$ cat src/rtl/mem_access_unit.sv
// Load/store requester for the byte-addressed data RAM.
// Handles one transaction at a time: IDLE -> ACCESS -> RESP.
module mem_access_unit #(
  parameter int ADDRESS_LENGTH = 32,
  parameter int WORD_LENGTH = 8,
  parameter logic [ADDRESS_LENGTH-1:0] ADDR_MAX = 32'h1FFFF
) (
  input  logic clk,
  input  logic rst_n,
  input  logic req_valid,
  output logic req_ready,
  input  logic req_we,
  input  logic [2:0] req_funct3,
  input  logic [ADDRESS_LENGTH-1:0] req_addr,
  input  logic [ADDRESS_LENGTH-1:0] req_wdata,
  output logic resp_valid,
  input  logic resp_ready,
  output logic [ADDRESS_LENGTH-1:0] resp_data,
  output logic resp_err,
  output logic [ADDRESS_LENGTH-1:0] a,
  output logic [ADDRESS_LENGTH-1:0] wd,
  output logic sb,
  output logic sh,
  output logic sw,
  input  logic [ADDRESS_LENGTH-1:0] rd
);

  localparam int L = ADDRESS_LENGTH;
  localparam int B = WORD_LENGTH;
  localparam int H = 2 * WORD_LENGTH;

  typedef enum logic [1:0] {
    IDLE,
    ACCESS,
    RESP
  } state_t;

  state_t state, state_n;

  logic         we_q;
  logic [2:0]   f3_q;
  logic [L-1:0] addr_q;
  logic [L-1:0] wdata_q;
  logic [L-1:0] data_q;
  logic         err_q;

  logic         is_b, is_h, is_w;
  logic [2:0]   nbytes;
  logic [L:0]   last;
  logic         f3_ok;
  logic         in_range;
  logic         legal;
  logic [L-1:0] ld_data;

  assign is_b = (f3_q[1:0] == 2'b00);
  assign is_h = (f3_q[1:0] == 2'b01);
  assign is_w = (f3_q[1:0] == 2'b10);

  always_comb begin
    nbytes = 3'd4;
    unique case (1'b1)
      is_b:    nbytes = 3'd1;
      is_h:    nbytes = 3'd2;
      default: nbytes = 3'd4;
    endcase
  end

  // One extra bit so an address near the top wraps into "out of range"
  assign last = {1'b0, addr_q} + (L+1)'(nbytes) - (L+1)'(1);
  assign in_range = (last <= {1'b0, ADDR_MAX});

  always_comb begin
    f3_ok = 1'b0;
    if (we_q)
      f3_ok = f3_q inside {3'b000, 3'b001, 3'b010};
    else
      f3_ok = f3_q inside {3'b000, 3'b001, 3'b010, 3'b100, 3'b101};
  end

  assign legal = f3_ok && in_range;

  always_comb begin
    ld_data = '0;
    case (f3_q)
      3'b000:  ld_data = {{(L-B){rd[B-1]}}, rd[B-1:0]};
      3'b001:  ld_data = {{(L-H){rd[H-1]}}, rd[H-1:0]};
      3'b010:  ld_data = rd;
      3'b100:  ld_data = {{(L-B){1'b0}}, rd[B-1:0]};
      3'b101:  ld_data = {{(L-H){1'b0}}, rd[H-1:0]};
      default: ld_data = '0;
    endcase
  end

  always_comb begin
    state_n = state;
    unique case (state)
      IDLE:    if (req_valid) state_n = ACCESS;
      ACCESS:  state_n = RESP;
      RESP:    if (resp_ready) state_n = IDLE;
      default: state_n = IDLE;
    endcase
  end

  always_comb begin
    a  = '0;
    wd = '0;
    sb = 1'b0;
    sh = 1'b0;
    sw = 1'b0;
    if (state == ACCESS) begin
      a  = addr_q;
      wd = wdata_q;
      if (we_q && legal) begin
        unique case (1'b1)
          is_b:    sb = 1'b1;
          is_h:    sh = 1'b1;
          is_w:    sw = 1'b1;
          default: ;
        endcase
      end
    end
  end

  always_ff @(posedge clk) begin
    if (!rst_n) begin
      state   <= IDLE;
      we_q    <= 1'b0;
      f3_q    <= '0;
      addr_q  <= '0;
      wdata_q <= '0;
      data_q  <= '0;
      err_q   <= 1'b0;
    end else begin
      state <= state_n;
      if (state == IDLE && req_valid) begin
        we_q    <= req_we;
        f3_q    <= req_funct3;
        addr_q  <= req_addr;
        wdata_q <= req_wdata;
      end
      if (state == ACCESS) begin
        data_q <= (legal && !we_q) ? ld_data : '0;
        err_q  <= !legal;
      end
    end
  end

  assign req_ready  = (state == IDLE);
  assign resp_valid = (state == RESP);
  assign resp_data  = data_q;
  assign resp_err   = err_q;

endmodule
$ cat config.mk
export PLATFORM = sky130hd
export DESIGN_NAME = mem_access_unit
export DESIGN_NICKNAME = d
export VERILOG_FILES = /design/src/rtl/mem_access_unit.sv
export SDC_FILE = /design/constraint.sdc
export NUM_CORES = 1
export LEC_CHECK = 0
export BUFFER_PORTS_ARGS = -buffer_cell sky130_fd_sc_hd__buf_2
export CAP_MARGIN = 20
export CORE_ASPECT_RATIO = 0.9
export CORE_UTILIZATION = 50
export CTS_CLUSTER_DIAMETER = 30
export CTS_CLUSTER_SIZE = 24
export DETAILED_ROUTE_END_ITERATION = 16
export PLACE_DENSITY = 0.75
export SLEW_MARGIN = 20
export SYNTH_ARGS = -nofsm -noshare
export SYNTH_HDL_FRONTEND = slang
export SYNTH_SLANG_ARGS = --single-unit
$ cat constraint.sdc
create_clock -name clk -period 5.4 [get_ports clk]
set_input_delay 0.54 -clock clk [delete_from_list [all_inputs] [get_ports clk]]
set_output_delay 0.54 -clock clk [all_outputs]
set_load 0.01 [all_outputs]
==> results.sh <==
export IMPL_synth_edf_count=0
export IMPL_end_kind="output port"
export IMPL_start_util_pct=52.1
export IMPL_vias=6693
export IMPL_yosysSeqAreaShare_pct=30.7
export IMPL_dr_max_layer_used="met4"
export IMPL_antenna_found_initial=0
export IMPL_grt_ovfl_total=0
export IMPL_worstSetupPathType="reg -> out"
export IMPL_power_density_nw_per_um2=261
export IMPL_viasPerCell=5.52
export IMPL_synth_area_um2=6710
export IMPL_max_freq_mhz=213
export IMPL_p_leak_uw=0.00380
export IMPL_regArea_um2=2060
export IMPL_syn_avg_cell_area_um2=7.64
export IMPL_max_cap_violations=0
export IMPL_clk_pin_slew_ns=0.07
export IMPL_cts_buffers=9
export IMPL_synth_top_family_by_area="compound AO/OA/AOI/OAI gates"
export IMPL_die_area_um2=13900
export IMPL_dr_wl_met3_um=1360
export IMPL_worstPathMaxFanout=12
export IMPL_worst_pin_slew_ns=0.804
export IMPL_fin_crit_ns=4.69
export IMPL_synth_cells=879
export IMPL_cts_tree="built"
export IMPL_fin_worst_skew_ns=0.00784
export IMPL_cts_hold_buf=0
export IMPL_detailed_place_hpwl_um=14100
export IMPL_num_rows=39
export IMPL_period_share_pct=86.8
export IMPL_crit_arrival_ns=4.15
export IMPL_yosys_area_share_simple_pct=26.8
export IMPL_synthAdderAreaFrac_pct=6.64
export IMPL_rsz0062_at_grt="no"
export IMPL_first_iter_violations=415
export IMPL_grt_max_degree=73
export IMPL_wl_met1_um=8570
export IMPL_route_met2_wl_um=8800
export IMPL_grt_pass1_wl_um=30700
export IMPL_nFillCells=1237
export IMPL_die_x_um=124
export IMPL_cts_root_buffer="clkbuf_16"
export IMPL_slew_viol_final=0
export IMPL_power_total_uw=2100
export IMPL_multi_input_area_um2=4250
export IMPL_ys_warn_count=0
export IMPL_grt_usage_pct=28.0
export IMPL_wire_per_inst_um=15.7
export IMPL_gp_congestion=0.929
export IMPL_synthXorXnorAreaFrac_pct=0.391
export IMPL_grt_pass1_vias=6302
export IMPL_area_delta_synth_final_pct=19.8
export IMPL_ios=206
export IMPL_crit_path_start_kind="register"
export IMPL_drc_errors=0
export IMPL_core_area_um2=12900
export IMPL_ys_types=67
export IMPL_peakVddDrop_v=0.000232
export IMPL_async_flop_share_pct=0
export IMPL_antennaDiodeCount=0
export IMPL_wl_um=19100
export IMPL_synthFlopType="dfxtp_1"
export IMPL_syn_nets=1018
export IMPL_clk_latency_ns=0.35
export IMPL_setup_viol=0
export IMPL_post_cts_resized=0
export IMPL_setup_tns_ns=0
export IMPL_synth_mux_area_share_pct=0.466
export IMPL_fin_area_um2=8040
export IMPL_antenna_left=0
export IMPL_synth_seq_cells=103
export IMPL_io_buffers=205
export IMPL_cp_required_ns=4.86
export IMPL_drive_above_1_share_pct=26.7
export IMPL_hold_viol=0
export IMPL_relSlewSlack_pct=46.3
export IMPL_placed_area_um2=7760
export IMPL_hold_path_class="in -> reg"
export IMPL_nets=1184
export IMPL_status="finished clean"
export IMPL_cts_setup_buffers=0
export IMPL_h_tree_depth=3
export IMPL_clockBufferDepth=2
export IMPL_clock_sinks=103
export IMPL_first_pass_iters=5
export IMPL_die_h_um=112
export IMPL_synth_compound_area_share_pct=28.6
-- metal layers --
layer	track usage, %	up-vias
met3	8.40	35
met1	37.0	3103
met2	44.2	230
li1	-	3325
met5	0	-
met4	6.75	0
-- registers in the layout (all words and copies together), names as in the netlist --
signal     count
f3_q           3
resp_data     32
we_q           1
resp_err       1
wdata_q       32
addr_q        32
state          2
-- report_power, final --
group          switching (µW)  total, µW  internal [µW]
Clock                     302        626            324
Sequential               27.8        821            793
Combinational             406        649            242
-- worst paths after layout --
| path | start | endpoint | slack [ns] | cells past startpoint |
|---|---|---|---|---|
| setup / recovery | f3_q[0]$_SDFFE_PN0P_ | sb | 0.71 | 15 |
| setup reg to reg | f3_q[0]$_SDFFE_PN0P_ | resp_data[23]$_SDFFE_PN0N_ | 1.29 | 15 |
| hold reg to reg | resp_data[18]$_SDFFE_PN0N_ | resp_data[18]$_SDFFE_PN0N_ | 0.45 | 2 |
| hold / removal | req_wdata[5] | wdata_q[5]$_SDFFE_PN0P_ | 0.43 | 3 |
-- cells in the final DEF (no fill, tap or decap), types with 20 or more instances in the layout --
master,synthesis,routed
a21boi_0,71,71
a21o_1,30,30
a21oi_1,36,36
and2_1,68,67
buf_2,12,205
dfxtp_1,103,103
ha_1,34,34
inv_1,46,46
nand2_1,238,237
nor2_1,20,20
o21ai_0,27,27
o31ai_2,26,26
-- Yosys cell counts (3+ instances only) --
cell / instances / area, µm²
nor3_1: 10 / 50.1
inv_1: 46 / 173
nand4_1: 8 / 50.1
xor2_1: 3 / 26.3
or3_1: 3 / 18.8
o211ai_1: 7 / 52.6
o21ai_0: 27 / 135
o31ai_2: 26 / 325
and4_1: 4 / 35.0
o31ai_1: 7 / 52.6
and2_1: 68 / 425
a211oi_1: 4 / 30.0
and3_1: 6 / 37.5
nor2b_1: 3 / 18.8
a21o_1: 30 / 225
a21boi_0: 71 / 533
o21a_1: 4 / 30.0
a31oi_1: 4 / 25.0
buf_6: 3 / 33.8
clkbuf_1: 40 / 150
buf_2: 12 / 60.1
dfxtp_1: 103 / 2060
a21oi_1: 36 / 180
nor2_1: 20 / 75.1
a211oi_2: 3 / 37.5
nand2b_1: 3 / 18.8
ha_1: 34 / 425
nand2_1: 238 / 893
o21ai_1: 5 / 25.0
-- kinds of logic after synthesis --
group,Yosys count
compound gates,252
fa+ha+maj,35
buf+inv,103
flops,103
mux,3
simple gates,380
xor+xnor,3
-- critical path: stages (launching register included) --
cell and delay [ns]:
dfxtp_1 0.52, nand2_1 0.18, ha_1 0.30, inv_1 0.06, ha_1 0.17, inv_1 0.06
fa_1 0.35, nand2b_1 0.15, a21oi_1 0.18, o21ai_2 0.14, o311ai_2 0.36, o21ai_0 0.18
nor4b_2 0.39, nand4_4 0.35, nor4_2 0.23, buf_2 0.18
-- final cells by class --
cell class                      instances  share of cell area [%]
Multi-Input combinational cell        673                    52.9
Timing Repair Buffer                  212                    13.4
Clock buffer                           10                    2.97
Tap cell                              164                    2.55
Clock inverter                          4                   0.405
Inverter                               46                    2.15
Sequential cell                       103                    25.6
-- per-stage QoR --
| stage | cells | hold slack, ns | util, % | setup WS [ns] |
|---|---|---|---|---|
| after floorplan | 879 | 0.439 | - | 1.56 |
| after global placement | 1198 | 0.434 | 60.2 | 1.25 |
| after detailed placement | 1198 | 0.439 | 60.2 | 1.15 |
| after CTS | 1212 | 0.421 | 62.4 | 0.763 |
| after global routing | 1212 | 0.430 | 62.4 | 0.440 |
| final | 1212 | 0.429 | 62.4 | 0.712 |
No activity file was read; power rests on OpenSTA's default activity.
